File: src/rtl/rv_instr_encoder_pkg.sv
// Shared constants for the RV32I program-loader encoder: opcodes, field kinds,
// funct3 codes, error codes and controller states.
package rv_enc_pkg;

    localparam logic [6:0] OP_R      = 7'b0110011;
    localparam logic [6:0] OP_I      = 7'b0010011;
    localparam logic [6:0] OP_LOAD   = 7'b0000011;
    localparam logic [6:0] OP_STORE  = 7'b0100011;
    localparam logic [6:0] OP_BRANCH = 7'b1100011;
    localparam logic [6:0] OP_JAL    = 7'b1101111;
    localparam logic [6:0] OP_JALR   = 7'b1100111;
    localparam logic [6:0] OP_LUI    = 7'b0110111;

    typedef enum logic [2:0] {
        K_R      = 3'd0,
        K_IALU   = 3'd1,
        K_LW     = 3'd2,
        K_SW     = 3'd3,
        K_BRANCH = 3'd4,
        K_JAL    = 3'd5,
        K_JALR   = 3'd6,
        K_LUI    = 3'd7
    } kind_e;

    localparam logic [2:0] F3_BEQ  = 3'b000;
    localparam logic [2:0] F3_BNE  = 3'b001;
    localparam logic [2:0] F3_BLT  = 3'b100;
    localparam logic [2:0] F3_BGE  = 3'b101;
    localparam logic [2:0] F3_SLL  = 3'b001;
    localparam logic [2:0] F3_SR   = 3'b101;
    localparam logic [2:0] F3_WORD = 3'b010;
    localparam logic [2:0] F3_JALR = 3'b000;

    localparam logic [1:0] ERR_NONE  = 2'd0;
    localparam logic [1:0] ERR_IMM   = 2'd1;
    localparam logic [1:0] ERR_F3    = 2'd2;
    localparam logic [1:0] ERR_SHAMT = 2'd3;

    localparam logic [1:0] ST_IDLE  = 2'd0;
    localparam logic [1:0] ST_RUN   = 2'd1;
    localparam logic [1:0] ST_FULL  = 2'd2;
    localparam logic [1:0] ST_DRAIN = 2'd3;

endpackage

File: src/rtl/rv_instr_encoder_if.sv
// Field-bundle input stream, memory write port and status outputs of the encoder.
interface rv_instr_encoder_if #(
    parameter int ADDR_W = 10
);
    logic              start;
    logic              stop;
    logic              in_valid;
    logic              in_ready;
    logic [2:0]        in_kind;
    logic [2:0]        in_funct3;
    logic              in_funct7b5;
    logic [4:0]        in_rd;
    logic [4:0]        in_rs1;
    logic [4:0]        in_rs2;
    logic [31:0]       in_imm;
    logic              mem_we;
    logic              mem_ready;
    logic [31:0]       mem_addr;
    logic [31:0]       mem_wdata;
    logic [ADDR_W:0]   instr_count;
    logic              err;
    logic [1:0]        err_code;
    logic              full;

    modport master (
        output start, stop, in_valid, in_kind, in_funct3, in_funct7b5,
               in_rd, in_rs1, in_rs2, in_imm, mem_ready,
        input  in_ready, mem_we, mem_addr, mem_wdata, instr_count,
               err, err_code, full
    );

    modport slave (
        input  start, stop, in_valid, in_kind, in_funct3, in_funct7b5,
               in_rd, in_rs1, in_rs2, in_imm, mem_ready,
        output in_ready, mem_we, mem_addr, mem_wdata, instr_count,
               err, err_code, full
    );
endinterface

File: src/rtl/rv_imm_pack.sv
// Combinational packer: field bundle -> RV32I word plus legality verdict and
// the error code explaining a rejection.
module rv_imm_pack
    import rv_enc_pkg::*;
(
    input  kind_e              i_kind,
    input  logic [2:0]         i_funct3,
    input  logic               i_funct7b5,
    input  logic [4:0]         i_rd,
    input  logic [4:0]         i_rs1,
    input  logic [4:0]         i_rs2,
    input  logic signed [31:0] i_imm,
    output logic [31:0]        o_word,
    output logic               o_legal,
    output logic [1:0]         o_code
);

    function automatic logic in_range(input logic signed [31:0] v,
                                      input logic signed [31:0] lo,
                                      input logic signed [31:0] hi);
        return (v >= lo) && (v <= hi);
    endfunction

    function automatic logic branch_f3_ok(input logic [2:0] f3);
        return (f3 == F3_BEQ) || (f3 == F3_BNE) || (f3 == F3_BLT) || (f3 == F3_BGE);
    endfunction

    logic [6:0] w_f7;
    logic       w_imm12_ok;

    assign w_f7       = i_funct7b5 ? 7'b0100000 : 7'b0000000;
    assign w_imm12_ok = in_range(i_imm, -32'sd2048, 32'sd2047);

    always_comb begin
        o_word  = '0;
        o_legal = 1'b1;
        o_code  = ERR_NONE;
        case (i_kind)
            K_R: begin
                o_word = {w_f7, i_rs2, i_rs1, i_funct3, i_rd, OP_R};
            end
            K_IALU: begin
                // Shifts carry shamt in imm[4:0]; the upper immediate bits hold funct7.
                if ((i_funct3 == F3_SLL) || (i_funct3 == F3_SR)) begin
                    o_word = {w_f7, i_imm[4:0], i_rs1, i_funct3, i_rd, OP_I};
                    if (i_imm[31:5] != 27'd0) begin
                        o_legal = 1'b0;
                        o_code  = ERR_SHAMT;
                    end
                end else begin
                    o_word = {i_imm[11:0], i_rs1, i_funct3, i_rd, OP_I};
                    if (!w_imm12_ok) begin
                        o_legal = 1'b0;
                        o_code  = ERR_IMM;
                    end
                end
            end
            K_LW: begin
                o_word = {i_imm[11:0], i_rs1, F3_WORD, i_rd, OP_LOAD};
                if (!w_imm12_ok) begin
                    o_legal = 1'b0;
                    o_code  = ERR_IMM;
                end
            end
            K_SW: begin
                o_word = {i_imm[11:5], i_rs2, i_rs1, F3_WORD, i_imm[4:0], OP_STORE};
                if (!w_imm12_ok) begin
                    o_legal = 1'b0;
                    o_code  = ERR_IMM;
                end
            end
            K_BRANCH: begin
                o_word = {i_imm[12], i_imm[10:5], i_rs2, i_rs1, i_funct3,
                          i_imm[4:1], i_imm[11], OP_BRANCH};
                if (!in_range(i_imm, -32'sd4096, 32'sd4094) || i_imm[0]) begin
                    o_legal = 1'b0;
                    o_code  = ERR_IMM;
                end else if (!branch_f3_ok(i_funct3)) begin
                    o_legal = 1'b0;
                    o_code  = ERR_F3;
                end
            end
            K_JAL: begin
                o_word = {i_imm[20], i_imm[10:1], i_imm[11], i_imm[19:12], i_rd, OP_JAL};
                if (!in_range(i_imm, -32'sd1048576, 32'sd1048574) || i_imm[0]) begin
                    o_legal = 1'b0;
                    o_code  = ERR_IMM;
                end
            end
            K_JALR: begin
                o_word = {i_imm[11:0], i_rs1, F3_JALR, i_rd, OP_JALR};
                if (!w_imm12_ok) begin
                    o_legal = 1'b0;
                    o_code  = ERR_IMM;
                end
            end
            K_LUI: begin
                o_word = {i_imm[31:12], i_rd, OP_LUI};
                if (i_imm[11:0] != 12'd0) begin
                    o_legal = 1'b0;
                    o_code  = ERR_IMM;
                end
            end
            default: begin
                o_word = '0;
            end
        endcase
    end

endmodule

File: src/rtl/rv_instr_encoder.sv
// Program loader: accepts field bundles, encodes them and writes the words to
// instruction memory at consecutive addresses through a one-deep output register.
module rv_instr_encoder
    import rv_enc_pkg::*;
#(
    parameter int          ADDR_W    = 10,
    parameter logic [31:0] BASE_ADDR = 32'h0
) (
    input logic             clk,
    input logic             rst_n,
    rv_instr_encoder_if.slave bus
);

    localparam logic [ADDR_W:0] CNT_MAX = {1'b1, {ADDR_W{1'b0}}};

    logic [1:0]         r_state;
    logic               r_vld_p1;
    logic [31:0]        r_addr_p1;
    logic [31:0]        r_wdata_p1;
    logic [31:0]        r_wptr;
    logic [ADDR_W:0]    r_count;
    logic               r_full;
    logic               r_err;
    logic [1:0]         r_err_code;

    logic [31:0]        w_word;
    logic               w_legal;
    logic [1:0]         w_code;
    logic               w_in_ready;
    logic               w_accept;
    logic               w_load;
    logic [ADDR_W:0]    w_count_nxt;

    rv_imm_pack u_pack (
        .i_kind     (kind_e'(bus.in_kind)),
        .i_funct3   (bus.in_funct3),
        .i_funct7b5 (bus.in_funct7b5),
        .i_rd       (bus.in_rd),
        .i_rs1      (bus.in_rs1),
        .i_rs2      (bus.in_rs2),
        .i_imm      (bus.in_imm),
        .o_word     (w_word),
        .o_legal    (w_legal),
        .o_code     (w_code)
    );

    assign w_in_ready  = (r_state == ST_RUN) && !r_full && (!r_vld_p1 || bus.mem_ready);
    assign w_accept    = bus.in_valid && w_in_ready;
    assign w_load      = w_accept && w_legal;
    assign w_count_nxt = r_count + 1'b1;

    // Stage p0 -> p1: encoded word captured into the memory write register
    always_ff @(posedge clk) begin
        if (!rst_n) begin
            r_state    <= ST_IDLE;
            r_vld_p1   <= 1'b0;
            r_addr_p1  <= BASE_ADDR;
            r_wdata_p1 <= 32'd0;
            r_wptr     <= BASE_ADDR;
            r_count    <= '0;
            r_full     <= 1'b0;
            r_err      <= 1'b0;
            r_err_code <= ERR_NONE;
        end else if (bus.start) begin
            // start outranks stop and any handshake, and discards a pending write
            r_state    <= ST_RUN;
            r_vld_p1   <= 1'b0;
            r_addr_p1  <= BASE_ADDR;
            r_wptr     <= BASE_ADDR;
            r_count    <= '0;
            r_full     <= 1'b0;
            r_err      <= 1'b0;
            r_err_code <= ERR_NONE;
        end else begin
            if (w_load) begin
                r_vld_p1   <= 1'b1;
                r_addr_p1  <= r_wptr;
                r_wdata_p1 <= w_word;
                r_wptr     <= r_wptr + 32'd4;
                r_count    <= w_count_nxt;
                if (w_count_nxt == CNT_MAX) begin
                    r_full <= 1'b1;
                end
            end else if (r_vld_p1 && bus.mem_ready) begin
                r_vld_p1 <= 1'b0;
            end

            if (w_accept && !w_legal) begin
                r_err <= 1'b1;
                if (!r_err) begin
                    r_err_code <= w_code;
                end
            end

            case (r_state)
                ST_RUN: begin
                    if (bus.stop) begin
                        r_state <= ST_DRAIN;
                    end else if (w_load && (w_count_nxt == CNT_MAX)) begin
                        r_state <= ST_FULL;
                    end
                end
                ST_FULL: begin
                    if (bus.stop) begin
                        r_state <= ST_DRAIN;
                    end
                end
                ST_DRAIN: begin
                    if (!r_vld_p1 || bus.mem_ready) begin
                        r_state <= ST_IDLE;
                    end
                end
                default: begin
                    r_state <= ST_IDLE;
                end
            endcase
        end
    end

    assign bus.in_ready    = w_in_ready;
    assign bus.mem_we      = r_vld_p1;
    assign bus.mem_addr    = r_addr_p1;
    assign bus.mem_wdata   = r_wdata_p1;
    assign bus.instr_count = r_count;
    assign bus.err         = r_err;
    assign bus.err_code    = r_err_code;
    assign bus.full        = r_full;

endmodule

File: src/flat_wrapper.sv
// flat-port wrapper written by rule: the top's interface ports become plain ports
module rv_instr_encoder_flat import rv_enc_pkg::*;
#(
    parameter int          ADDR_W    = 10,
    parameter logic [31:0] BASE_ADDR = 32'h0
)
  (clk, rst_n, bus_start, bus_stop, bus_in_valid, bus_in_kind, bus_in_funct3, bus_in_funct7b5, bus_in_rd, bus_in_rs1, bus_in_rs2, bus_in_imm, bus_mem_ready, bus_in_ready, bus_mem_we, bus_mem_addr, bus_mem_wdata, bus_instr_count, bus_err, bus_err_code, bus_full);
  rv_instr_encoder_if #(.ADDR_W(ADDR_W)) bus_i ();
  input logic clk;
  input logic rst_n;
  input wire logic [$bits(bus_i.start)-1:0] bus_start;
  input wire logic [$bits(bus_i.stop)-1:0] bus_stop;
  input wire logic [$bits(bus_i.in_valid)-1:0] bus_in_valid;
  input wire logic [$bits(bus_i.in_kind)-1:0] bus_in_kind;
  input wire logic [$bits(bus_i.in_funct3)-1:0] bus_in_funct3;
  input wire logic [$bits(bus_i.in_funct7b5)-1:0] bus_in_funct7b5;
  input wire logic [$bits(bus_i.in_rd)-1:0] bus_in_rd;
  input wire logic [$bits(bus_i.in_rs1)-1:0] bus_in_rs1;
  input wire logic [$bits(bus_i.in_rs2)-1:0] bus_in_rs2;
  input wire logic [$bits(bus_i.in_imm)-1:0] bus_in_imm;
  input wire logic [$bits(bus_i.mem_ready)-1:0] bus_mem_ready;
  output wire logic [$bits(bus_i.in_ready)-1:0] bus_in_ready;
  output wire logic [$bits(bus_i.mem_we)-1:0] bus_mem_we;
  output wire logic [$bits(bus_i.mem_addr)-1:0] bus_mem_addr;
  output wire logic [$bits(bus_i.mem_wdata)-1:0] bus_mem_wdata;
  output wire logic [$bits(bus_i.instr_count)-1:0] bus_instr_count;
  output wire logic [$bits(bus_i.err)-1:0] bus_err;
  output wire logic [$bits(bus_i.err_code)-1:0] bus_err_code;
  output wire logic [$bits(bus_i.full)-1:0] bus_full;
  assign bus_i.start = bus_start;
  assign bus_i.stop = bus_stop;
  assign bus_i.in_valid = bus_in_valid;
  assign bus_i.in_kind = bus_in_kind;
  assign bus_i.in_funct3 = bus_in_funct3;
  assign bus_i.in_funct7b5 = bus_in_funct7b5;
  assign bus_i.in_rd = bus_in_rd;
  assign bus_i.in_rs1 = bus_in_rs1;
  assign bus_i.in_rs2 = bus_in_rs2;
  assign bus_i.in_imm = bus_in_imm;
  assign bus_i.mem_ready = bus_mem_ready;
  assign bus_in_ready = bus_i.in_ready;
  assign bus_mem_we = bus_i.mem_we;
  assign bus_mem_addr = bus_i.mem_addr;
  assign bus_mem_wdata = bus_i.mem_wdata;
  assign bus_instr_count = bus_i.instr_count;
  assign bus_err = bus_i.err;
  assign bus_err_code = bus_i.err_code;
  assign bus_full = bus_i.full;
  rv_instr_encoder #(.ADDR_W(ADDR_W), .BASE_ADDR(BASE_ADDR)) u_core (.clk(clk), .rst_n(rst_n), .bus(bus_i));
endmodule
File: config.mk
export PLATFORM = sky130hd
export DESIGN_NAME = rv_instr_encoder_flat
export DESIGN_NICKNAME = d
export VERILOG_FILES = /design/src/rtl/rv_instr_encoder_pkg.sv /design/src/rtl/rv_instr_encoder_if.sv /design/src/rtl/rv_imm_pack.sv /design/src/rtl/rv_instr_encoder.sv /design/src/flat_wrapper.sv
export SDC_FILE = /design/constraint.sdc
export NUM_CORES = 1
export LEC_CHECK = 0
export CORE_ASPECT_RATIO = 0.75
export CORE_MARGIN = 2
export CORE_UTILIZATION = 45
export DETAILED_ROUTE_END_ITERATION = 7
export PLACE_DENSITY = 0.74
export SYNTH_ARGS = -nofsm -noshare
export SYNTH_HDL_FRONTEND = slang
export SYNTH_SLANG_ARGS = --single-unit
File: constraint.sdc
create_clock -name clk -period 5.12 [get_ports clk]
set_input_delay 1.024 -clock clk [delete_from_list [all_inputs] [get_ports clk]]
set_output_delay 1.024 -clock clk [all_outputs]
set_load 0.05 [all_outputs]
==> results of run 1 <==
## stage by stage
step | hold WS, ns | utilization | instance area, um2
floorplan | 0.4366 | - | 5504
global placement | 0.4450 | 0.5988 | 7030
detailed placement | 0.4480 | 0.5988 | 7030
CTS | 0.4578 | 0.6229 | 7313
global route | 0.4808 | 0.6229 | 7313
finish | 0.4571 | 0.6229 | 7313
## per-layer routing
| layer | up-vias | wire length, um | GRT usage |
|---|---|---|---|
| li1 | 2770 | - | - |
| met1 | 2629 | 7697 | 0.3564 |
| met2 | 214 | 6871 | 0.3697 |
| met3 | 25 | 1100 | 0.04689 |
| met4 | 0 | 327 | 0.07860 |
| met5 | - | 0 | 0 |
## placed cells by master, fill, tap and decap left out, types with 3 or more instances in the layout
cell	n
mux2i_1	22
nand2b_1	4
a21oi_1	68
clkbuf_16	9
nor4_1	13
o31ai_1	6
ha_1	6
dfxtp_1	109
nand3_1	21
nand4_1	12
xnor2_1	5
inv_1	17
or2_2	10
and3_1	6
buf_4	14
a22oi_1	6
or4_1	15
nor2_1	72
nor4_2	3
clkdlybuf4s50_1	138
o21ai_1	24
and2_1	5
a311oi_1	8
o21ai_0	9
a211oi_1	21
nor3_1	7
nand2_1	117
or3_1	16
## worst max path at each step
stage	startpoint	to	slack, ns	cells after the start
after floorplan	bus_mem_ready	u_core.r_state[1]	0.91	7
after global placement	bus_in_imm[18]	u_core.r_wptr[10]	0.65	8
after detailed placement	bus_in_imm[19]	u_core.r_wptr[10]	0.51	8
after CTS	bus_in_imm[19]	u_core.r_wptr[10]	0.85	8
after global routing	bus_in_imm[19]	u_core.r_wptr[31]	0.52	8
final	bus_in_imm[15]	u_core.r_wptr[10]	0.79	8
## worst max-delay path: stages
cell	delay (ns)
clkdlybuf4s50_1	0.46
nor4_1	0.66
nand2_1	0.20
or3_1	0.44
a211oi_1	0.67
o311ai_2	0.39
or4_1	0.57
a21oi_1	0.17
## registers in the layout, indices dropped and copies added (netlist names)
name and cells:
u_core.r_state 2, u_core.r_wptr 30, u_core.bus.err_code 2, u_core.bus.instr_count 11, u_core.bus.err 1, u_core.bus.mem_wdata 31, u_core.bus.mem_we 1, u_core.bus.mem_addr 30
u_core.bus.full 1
## area by class of cell
type                       count  area share
multi-input combinational    531      0.4228
sequential                   109      0.2984
timing repair buffer         152      0.2033
clock buffer                   9     0.03080
tap                          162     0.02772
inverter                      18    0.009239
clock inverter                 7    0.007870
## report_power, final
group | internal [W] | switching (W)
registers | 0.000850 | 0.00000253
clock network | 0.000338 | 0.000339
logic | 0.0000816 | 0.000105
total | 0.00127 | 0.000447
## logic make-up (layout without fill, tap and decap cells)
kind of cell               Yosys count  count (layout)  synth area share
and+or+nand+nor                    317             317            0.2807
xor gates and xnor gates             7               7           0.01115
AOI/OAI and AO/OA                  176             176            0.2072
other                                1               2         0.0006818
muxes                               23              23           0.04208
adders and majority gates            6               6           0.01365
buffers and inverters               65             186           0.04777
DFF                                109             109            0.3967
==> flow_metrics.env, run 1 <==
export IMPL_ctsResizeCount=0
export IMPL_cp_arrival_ns=4.59
export IMPL_initial_utilization=0.4685
export IMPL_synthDominantCellAreaShare=0.3967
export IMPL_dieArea_um2=13130
export IMPL_layout_area_seq_um2=2182
export IMPL_floorplan_core_area_um2=11740
export IMPL_timing_final_max_slew_violations=0
export IMPL_timing_fmax_ghz=0.2309
export IMPL_global_route_wire_length_before_repair_um=26410
export IMPL_number_of_synthesized_flops_with_an_enable_pin=0
export IMPL_number_of_fillers_in_the_final_layout=1071
export IMPL_postCtsSetupBuffers=0
export IMPL_synth_avg_cell_area_um2=7.813
export IMPL_reg2reg_capture_point="u_core.r_wptr[10]"
export IMPL_tritoncts="built"
export IMPL_drc_violations_left=0
export IMPL_grt_setup_unrepaired="false"
export IMPL_worst_slack_ns=0.7887
export IMPL_place_hpwl_um=11700
export IMPL_finalPower_w=0.001717
export IMPL_clk_pin_slew_worst_paths_ns=0.07
export IMPL_ys_seq_area_frac=0.3967
export IMPL_crit_path_start_kind="input pin"
export IMPL_hold_path_class="reg2reg"
export IMPL_worst_hold_path_endpoint="u_core.bus.mem_addr[22]"
export IMPL_routed_via_density=5.706
export IMPL_htree_num_levels=3
export IMPL_cts_inserted_buffers=9
export IMPL_critical_path_class="in2reg"
export IMPL_count_of_endpoints_failing_hold_in_the_final_timing_report=0
export IMPL_diodes=0
export IMPL_postSynth_asyncResetShare=0
export IMPL_gp_routability_congestion=0.8836
export IMPL_post_synth_instance_area_um2=5500
export IMPL_grt_overflow_total=0
export IMPL_io_buffers=138
export IMPL_tightestPinTransition_ns=1.279
export IMPL_cap_violations=0
export IMPL_timing_final_crit_share=0.8460
export IMPL_slew_headroom=0.1402
export IMPL_top_cells_by_instance_count_after_synthesis="117 x nand2_1, 109 x dfxtp_1, 72 x nor2_1"
export IMPL_synthToLayoutAreaGrowth_pct=32.96
export IMPL_placedCellCount=972
export IMPL_r2r_worst_path_cells=8
export IMPL_tritoncts_num_sinks=109
export IMPL_status="complete, no violations"
export IMPL_required_ns=5.38
export IMPL_final_instance_count_excl_fill=988
export IMPL_grt_antenna_before_repair=0
export IMPL_grt_max_degree=57
export IMPL_setup_tns_final_ns=0
export IMPL_drt_wl_total_um=16000
export IMPL_worstHoldStart="u_core.bus.mem_addr[22]"
export IMPL_irDropWorstVdd_v=0.0001569
export IMPL_cts_path_max_buffers=2
export IMPL_std_cell_rows=34
export IMPL_holdBufCountCts=0
export IMPL_rrSetupSlack_ns=2.00
export IMPL_die_width_um=131.7
export IMPL_layout_min_cycle_time_ns=4.331
export IMPL_fin_worst_skew_ns=0.006987
export IMPL_ys_ff_latch=109
export IMPL_cell_with_the_most_instances_after_synthesis="nand2_1"
export IMPL_avgRoutedWirePerCell_um=16.19
export IMPL_syn_instance_count=704
export IMPL_clk_insertion_delay_late_ns=0.35
export IMPL_ys_warnings_count=0
export IMPL_yosysTopAreaCell="dfxtp_1"
export IMPL_antenna_violation_net_count_after_detailed_routing=0
export IMPL_whs_path_depth=2
export IMPL_endpoint_kind="flip-flop"
export IMPL_critPathMaxFanout=18
export IMPL_initial_drt_pass_iterations=5
export IMPL_synthTopCellsByArea="dfxtp_1 40%, nand2_1 8.0%, a21oi_1 6.2%, nor2_1 4.9%, mux2i_1 4.0%"
export IMPL_pwr_dens_nw_per_um2=234.8
export IMPL_grt_usage=0.2461
export IMPL_synth_ff_type="dfxtp_1"
export IMPL_root_buffer="clkbuf_16"
export IMPL_drtIter0Drc=477
export IMPL_dp_worst_setup_slack_ns=0.5052
export IMPL_routed_via_count=5638
export IMPL_yosysUniqueCellTypes=65
export IMPL_die_h_um=99.75
export IMPL_standby_leakage_power_nw=2.373
export IMPL_number_of_i_o_pins=141
export IMPL_r2r_start="u_core.r_state[1]"
export IMPL_final_net_count=887
export IMPL_drive_gt1_frac=0.06295
export IMPL_multi_input_comb_area_um2=3092
export IMPL_first_global_vias=5203
export IMPL_setup_viol_count_final=0
Note: power is estimated with default switching activity, not from simulation.
==> run 2, diff against run 1 <==
--- a/config.mk
+++ b/config.mk
@@ -9,7 +9,7 @@
 export CORE_MARGIN = 2
 export CORE_UTILIZATION = 45
 export DETAILED_ROUTE_END_ITERATION = 7
-export PLACE_DENSITY = 0.74
+export PLACE_DENSITY = 0.77
 export SYNTH_ARGS = -nofsm -noshare
 export SYNTH_HDL_FRONTEND = slang
 export SYNTH_SLANG_ARGS = --single-unit
==> constraint.sdc (replaced) <==
create_clock -name clk -period 3.8 [get_ports clk]
set_input_delay 0.76 -clock clk [delete_from_list [all_inputs] [get_ports clk]]
set_output_delay 0.76 -clock clk [all_outputs]
set_load 0.05 [all_outputs]
==> run 2 against run 1 <==
Against the previous run:
- global-route usage increased by 1.3 points
- cell area increased by 3.9%
- clock-buffer cell count unchanged
- flip-flop and latch count unchanged
- critical path depth increased by 1
- critical path type unchanged
- sequential share of layout area decreased by 1.1 points
- final cell count increased by 3.2%
- combinational power increased by 43%
==> flow_metrics.env, run 2 (synthesized netlist as in run 1, its figures left out) <==
export IMPL_status="complete, no violations"
export IMPL_die_width_um=131.7
export IMPL_holdBufCountCts=0
export IMPL_cap_violations=0
export IMPL_placedInstanceArea_um2=7301
export IMPL_pwr_dens_nw_per_um2=309.5
export IMPL_grt_overflow_total=0
export IMPL_drc_violations_left=0
export IMPL_grt_setup_unrepaired="false"
export IMPL_r2r_worst_path_cells=7
export IMPL_final_net_count=919
export IMPL_critical_path_class="in2reg"
export IMPL_clk_pin_slew_worst_paths_ns=0.08
export IMPL_rrSetupSlack_ns=0.73
export IMPL_die_h_um=99.75
export IMPL_grt_max_degree=57
export IMPL_fin_worst_skew_ns=0.008198
export IMPL_avgRoutedWirePerCell_um=16.38
export IMPL_io_buffers=138
export IMPL_antenna_violation_net_count_after_detailed_routing=0
export IMPL_initial_drt_pass_iterations=5
export IMPL_htree_num_levels=3
export IMPL_grt_usage=0.2588
export IMPL_count_of_endpoints_failing_hold_in_the_final_timing_report=0
export IMPL_reg2reg_capture_point="u_core.r_wptr[30]"
export IMPL_postCtsSetupBuffers=0
export IMPL_std_cell_rows=34
export IMPL_ctsResizeCount=0
export IMPL_tritoncts="built"
export IMPL_timing_fmax_ghz=0.2874
export IMPL_r2r_start="u_core.r_wptr[6]"
export IMPL_endpoint_kind="flip-flop"
export IMPL_setup_tns_final_ns=0
export IMPL_setup_viol_count_final=0
export IMPL_layout_common_cells="138 x clkdlybuf4s50_1, 117 x nand2_1, 109 x dfxtp_1"
export IMPL_global_route_wire_length_before_repair_um=27590
export IMPL_synthToLayoutAreaGrowth_pct=38.13
export IMPL_irDropWorstVdd_v=0.0001974
export IMPL_grt_antenna_before_repair=0
export IMPL_finish_instance_area_um2=7597
export IMPL_worst_hold_path_endpoint="u_core.bus.mem_addr[12]"
export IMPL_place_hpwl_um=12280
export IMPL_cts_path_max_buffers=2
export IMPL_routed_via_density=5.659
export IMPL_slew_headroom=0.2019
export IMPL_hold_path_class="reg2reg"
export IMPL_clk_insertion_delay_late_ns=0.36
export IMPL_first_global_vias=5532
export IMPL_initial_utilization=0.4685
export IMPL_tritoncts_num_sinks=109
export IMPL_crit_path_start_kind="input pin"
export IMPL_tightestPinTransition_ns=1.187
export IMPL_number_of_i_o_pins=141
export IMPL_drt_wl_total_um=16710
export IMPL_whs_path_depth=2
export IMPL_drtIter0Drc=558
export IMPL_critPathMaxFanout=11
export IMPL_worstHoldStart="u_core.bus.mem_addr[12]"
export IMPL_layout_cells_most_common="clkdlybuf4s50_1"
export IMPL_diodes=0
export IMPL_timing_final_max_slew_violations=0
export IMPL_timing_final_crit_share=0.9158
export IMPL_required_ns=4.08
export IMPL_cp_arrival_ns=3.76
export IMPL_dieArea_um2=13130
export IMPL_routed_via_count=5772
export IMPL_largest_register_ff_count=31
export IMPL_cts_inserted_buffers=9
export IMPL_standby_leakage_power_nw=2.530
export IMPL_floorplan_core_area_um2=11740
export IMPL_gp_routability_congestion=0.9669
export IMPL_layout_min_cycle_time_ns=3.480
export IMPL_root_buffer="clkbuf_16"
export IMPL_drive_gt1_frac=0.09907
==> run 2: changes by cell type in the layout (fill, tap and decap cells not counted), sizes merged <==
cell,previous run,this run
inv,20,19
clkinvlp,1,2
buf,14,46
==> run 2: worst max path at each step <==
stage | start | endpoint | slack (ns) | depth (start not counted)
2_1_floorplan | bus_mem_ready | u_core.r_state[1] | 0.50 | 7
3_3_place_gp | bus_in_imm[22] | u_core.r_wptr[31] | 0.07 | 9
3_5_place_dp | bus_in_imm[30] | u_core.r_wptr[30] | -0.008 | 9
4_1_cts | bus_in_imm[30] | u_core.r_wptr[30] | 0.34 | 9
5_1_grt | bus_in_imm[22] | u_core.r_wptr[25] | 0.11 | 9
6_report | bus_in_imm[22] | u_core.r_wptr[30] | 0.32 | 9
==> run 2: power breakdown <==
group	internal (W)	switching (W)
sequential	0.00115	0.00000348
combinational	0.000122	0.000144
clock	0.000463	0.000473
total	0.00173	0.000621
==> run 2: layer usage <==
layer	global-route usage	wire length (um)
met5	0	0
met4	0.08361	337
met3	0.05963	1044
met2	0.4124	7495
met1	0.3502	7833
==> run 2: worst max-delay path: stages <==
cell and delay (ns):
clkdlybuf4s50_1 0.46, nor4_2 0.34, nand3_1 0.19, or4_4 0.53
a2111oi_4 0.35, buf_4 0.19, o31ai_1 0.25, nor4_1 0.45
mux2i_1 0.24
==> run 2: through the flow <==
stage	hold WS (ns)	cells	total power [W]	worst slack, ns	util
3_3_place_gp	0.4470	1004	0.001432	0.07122	0.6218
3_5_place_dp	0.4494	1004	0.001437	-0.008348	0.6218
4_1_cts	0.4610	1020	0.002362	0.3368	0.6471
2_1_floorplan	0.4366	705	0.001303	0.4989	-
6_report	0.4581	1020	0.002351	0.3201	0.6471
5_1_grt	0.4823	1020	0.002431	0.1132	0.6471
==> run 2: area by class of cell <==
type	instances	area [um2]
fill	1002	4144
sequential	109	2182
tap	162	202.7
inverter	18	67.56
clock inverter	7	71.32
multi-input combinational	531	3097
clock buffer	9	225.2
timing repair buffer	184	1752
==> RTL change, RTL diff (config.mk and constraints of run 2) <==
`ADDR_W` is set to 10 in 3 places; all go to 11.
--- a/src/rtl/rv_instr_encoder_if.sv
+++ b/src/rtl/rv_instr_encoder_if.sv
@@ -1,5 +1,5 @@
 // Field-bundle input stream, memory write port and status outputs of the encoder.
 interface rv_instr_encoder_if #(
-    parameter int ADDR_W = 10
+    parameter int ADDR_W = 11
 );
     logic              start;
--- a/src/rtl/rv_instr_encoder.sv
+++ b/src/rtl/rv_instr_encoder.sv
@@ -4,5 +4,5 @@
     import rv_enc_pkg::*;
 #(
-    parameter int          ADDR_W    = 10,
+    parameter int          ADDR_W    = 11,
     parameter logic [31:0] BASE_ADDR = 32'h0
 ) (
--- a/src/flat_wrapper.sv
+++ b/src/flat_wrapper.sv
@@ -2,5 +2,5 @@
 module rv_instr_encoder_flat import rv_enc_pkg::*;
 #(
-    parameter int          ADDR_W    = 10,
+    parameter int          ADDR_W    = 11,
     parameter logic [31:0] BASE_ADDR = 32'h0
 )
Interface: changed (resized bus_instr_count); port bits go from 141 to 142. The function was not compared with the original's and may differ.
==> RTL change against run 2 <==
Synthesized area shrank 2.2%. Synthesized cell count decreased by 4.4%. Critical path depth increased by 1. Sequential share of layout area rose by 0.70 points. Worst hold slack got worse by 0.93 ps. Sequential cell count up 1. Total power rose by 6.4%. Routed wire length shrank 5.3%. Setup slack worse by 84 ps. Via count decreased by 5.1%. Final area is 1.5% lower. Combinational power down 9.7%.
==> RTL change: results (changes against run 2) <==
| Metric | Value |
|---|---|
| Outcome | finished, final reports clean (unchanged) |
| Post-synth cell types | 52 (was 65) |
| Routed wire length | 15800 um (was 16700 um) |
| Max-slew headroom | 0.512 (was 0.202) |
| Reg2Reg Setup Slack | 1180 ps (was 730 ps) |
| Reg2reg path depth | 8 (was 7) |
| Reg2reg end | u_core.r_state[1]$_SDFFE_PP0P_ (was u_core.r_wptr[30]$_SDFFE_PP0P_) |
| Synth top cells by count | 121 x nand2_1, 110 x dfxtp_1, 61 x a21oi_1, 48 x nor2_1, 35 x clkbuf_1 (was 117 x nand2_1, 109 x dfxtp_1, 72 x nor2_1, 68 x a21oi_1, 32 x clkbuf_1) |
| NumNets Final | 883 (was 919) |
| GRT met2 Usage | 0.392 (was 0.412) |
| RD Place Congestion | 0.922 (was 0.967) |
| First-pass GRT wire length | 25800 um (was 27600 um) |
| Register area share after synthesis | 0.409 (was 0.397) |
| Psw | 0.000580 W (was 0.000621 W) |
| Worst Setup SP | bus_in_imm[30] (was bus_in_imm[22]) |
| DR WL met3 | 877 um (was 1040 um) |
| Gr usage total | 0.251 (was 0.259) |
| Top cells by area, synth | dfxtp_1 41%, nand2_1 8.4%, a21oi_1 5.7%, o211a_1 4.7%, nor2_1 3.4% (was dfxtp_1 40%, nand2_1 8.0%, a21oi_1 6.2%, nor2_1 4.9%, mux2i_1 4.0%) |
| WHS Endpoint | u_core.bus.mem_addr[25]$_SDFFE_PP0P_ (was u_core.bus.mem_addr[12]$_SDFFE_PP0P_) |
| WHS | 457 ps (was 458 ps) |
| GR met3 Demand/Resource | 0.0434 (was 0.0596) |
| Peak supply drop | 274 uV (was 197 uV) |
| Vias in the first global route | 5254 (was 5532) |
| Worst-Skew Late Latency | 350 ps |
| Number of DRC markers in iteration 0 | 392 (was 558) |
| Number of I/O port buffers | 139 (was 138) |
| Placed instance area | 0.00712 mm2 (was 0.00730 mm2) |
| Hold path startpoint | u_core.bus.mem_addr[25]$_SDFFE_PP0P_ (was u_core.bus.mem_addr[12]$_SDFFE_PP0P_) |
| Multiplexer area fraction after synthesis | 0.0337 (was 0.0421) |
| Largest net degree at the start of global routing | 44 (was 57) |
| Synth Area in Adders | 0.0140 (was 0.0136) |
| Worst setup margin | 236 ps (was 320 ps) |
| Crit path max-delay cell type | clkdlybuf4s50_1 (was or4_4) |
| HPWL Detailed | 11700 um (was 12300 um) |
| GRT met1 Usage | 0.347 (was 0.350) |
| Worst Setup EP | u_core.r_wptr[17]$_SDFFE_PP0P_ (was u_core.r_wptr[30]$_SDFFE_PP0P_) |
| Arrival @ worst endpoint | 3840 ps (was 3760 ps) |
| Share of cells above drive strength 1 | 0.0766 (was 0.0991) |
| Leakage | 2.79 nW (was 2.53 nW) |
| Power Clock | 0.00110 W (was 0.000935 W) |
| Skew final | 5.89 ps (was 8.20 ps) |
| Sum of routed wire segments on met1 | 7360 um (was 7830 um) |
| Pre-CTS setup slack | -87.6 ps (was -8.35 ps) |
| Vias/cell | 5.57 (was 5.66) |
| Critical Path Max Stage Delay | 470 ps (was 530 ps) |
| Worst-path fanout max | 14 (was 11) |
## RTL change: cell count changes after synthesis, moves of 8 or more
cell / before / now
o21ai_0: 9 / 30
nor2_1: 72 / 48
or3_1: 16 / 28
xor2_1: 2 / 10
or2_2: 10 / 0
o211a_1: 0 / 25
or4_1: 15 / 3
a311oi_1: 9 / 1
a211oi_1: 21 / 2
o21ai_1: 24 / 2
o211ai_1: 2 / 11
## RTL change: metrics by stage
step | std cells | utilization
after detailed placement | 968 | 0.613
after CTS | 984 | 0.644
after global placement | 968 | 0.613
after global routing | 984 | 0.644
after floorplan | 674 | -
final | 984 | 0.644
## RTL change: repair_timing
| item | CTS | global route |
|---|---|---|
| setup endpoints to repair | 0 | 7 |
| gates resized for setup | 0 | 2 |
| hold buffers | 0 | 0 |
| hold endpoints to repair | 0 | 0 |
## RTL change: final cells by class
class,instances,area (um2)
sequential,110,2200
multi-input combinational,504,2970
inverter,15,56.3
clock buffer,9,225
clock inverter,7,126
tap,162,203
timing repair buffer,177,1700
fill,953,4130
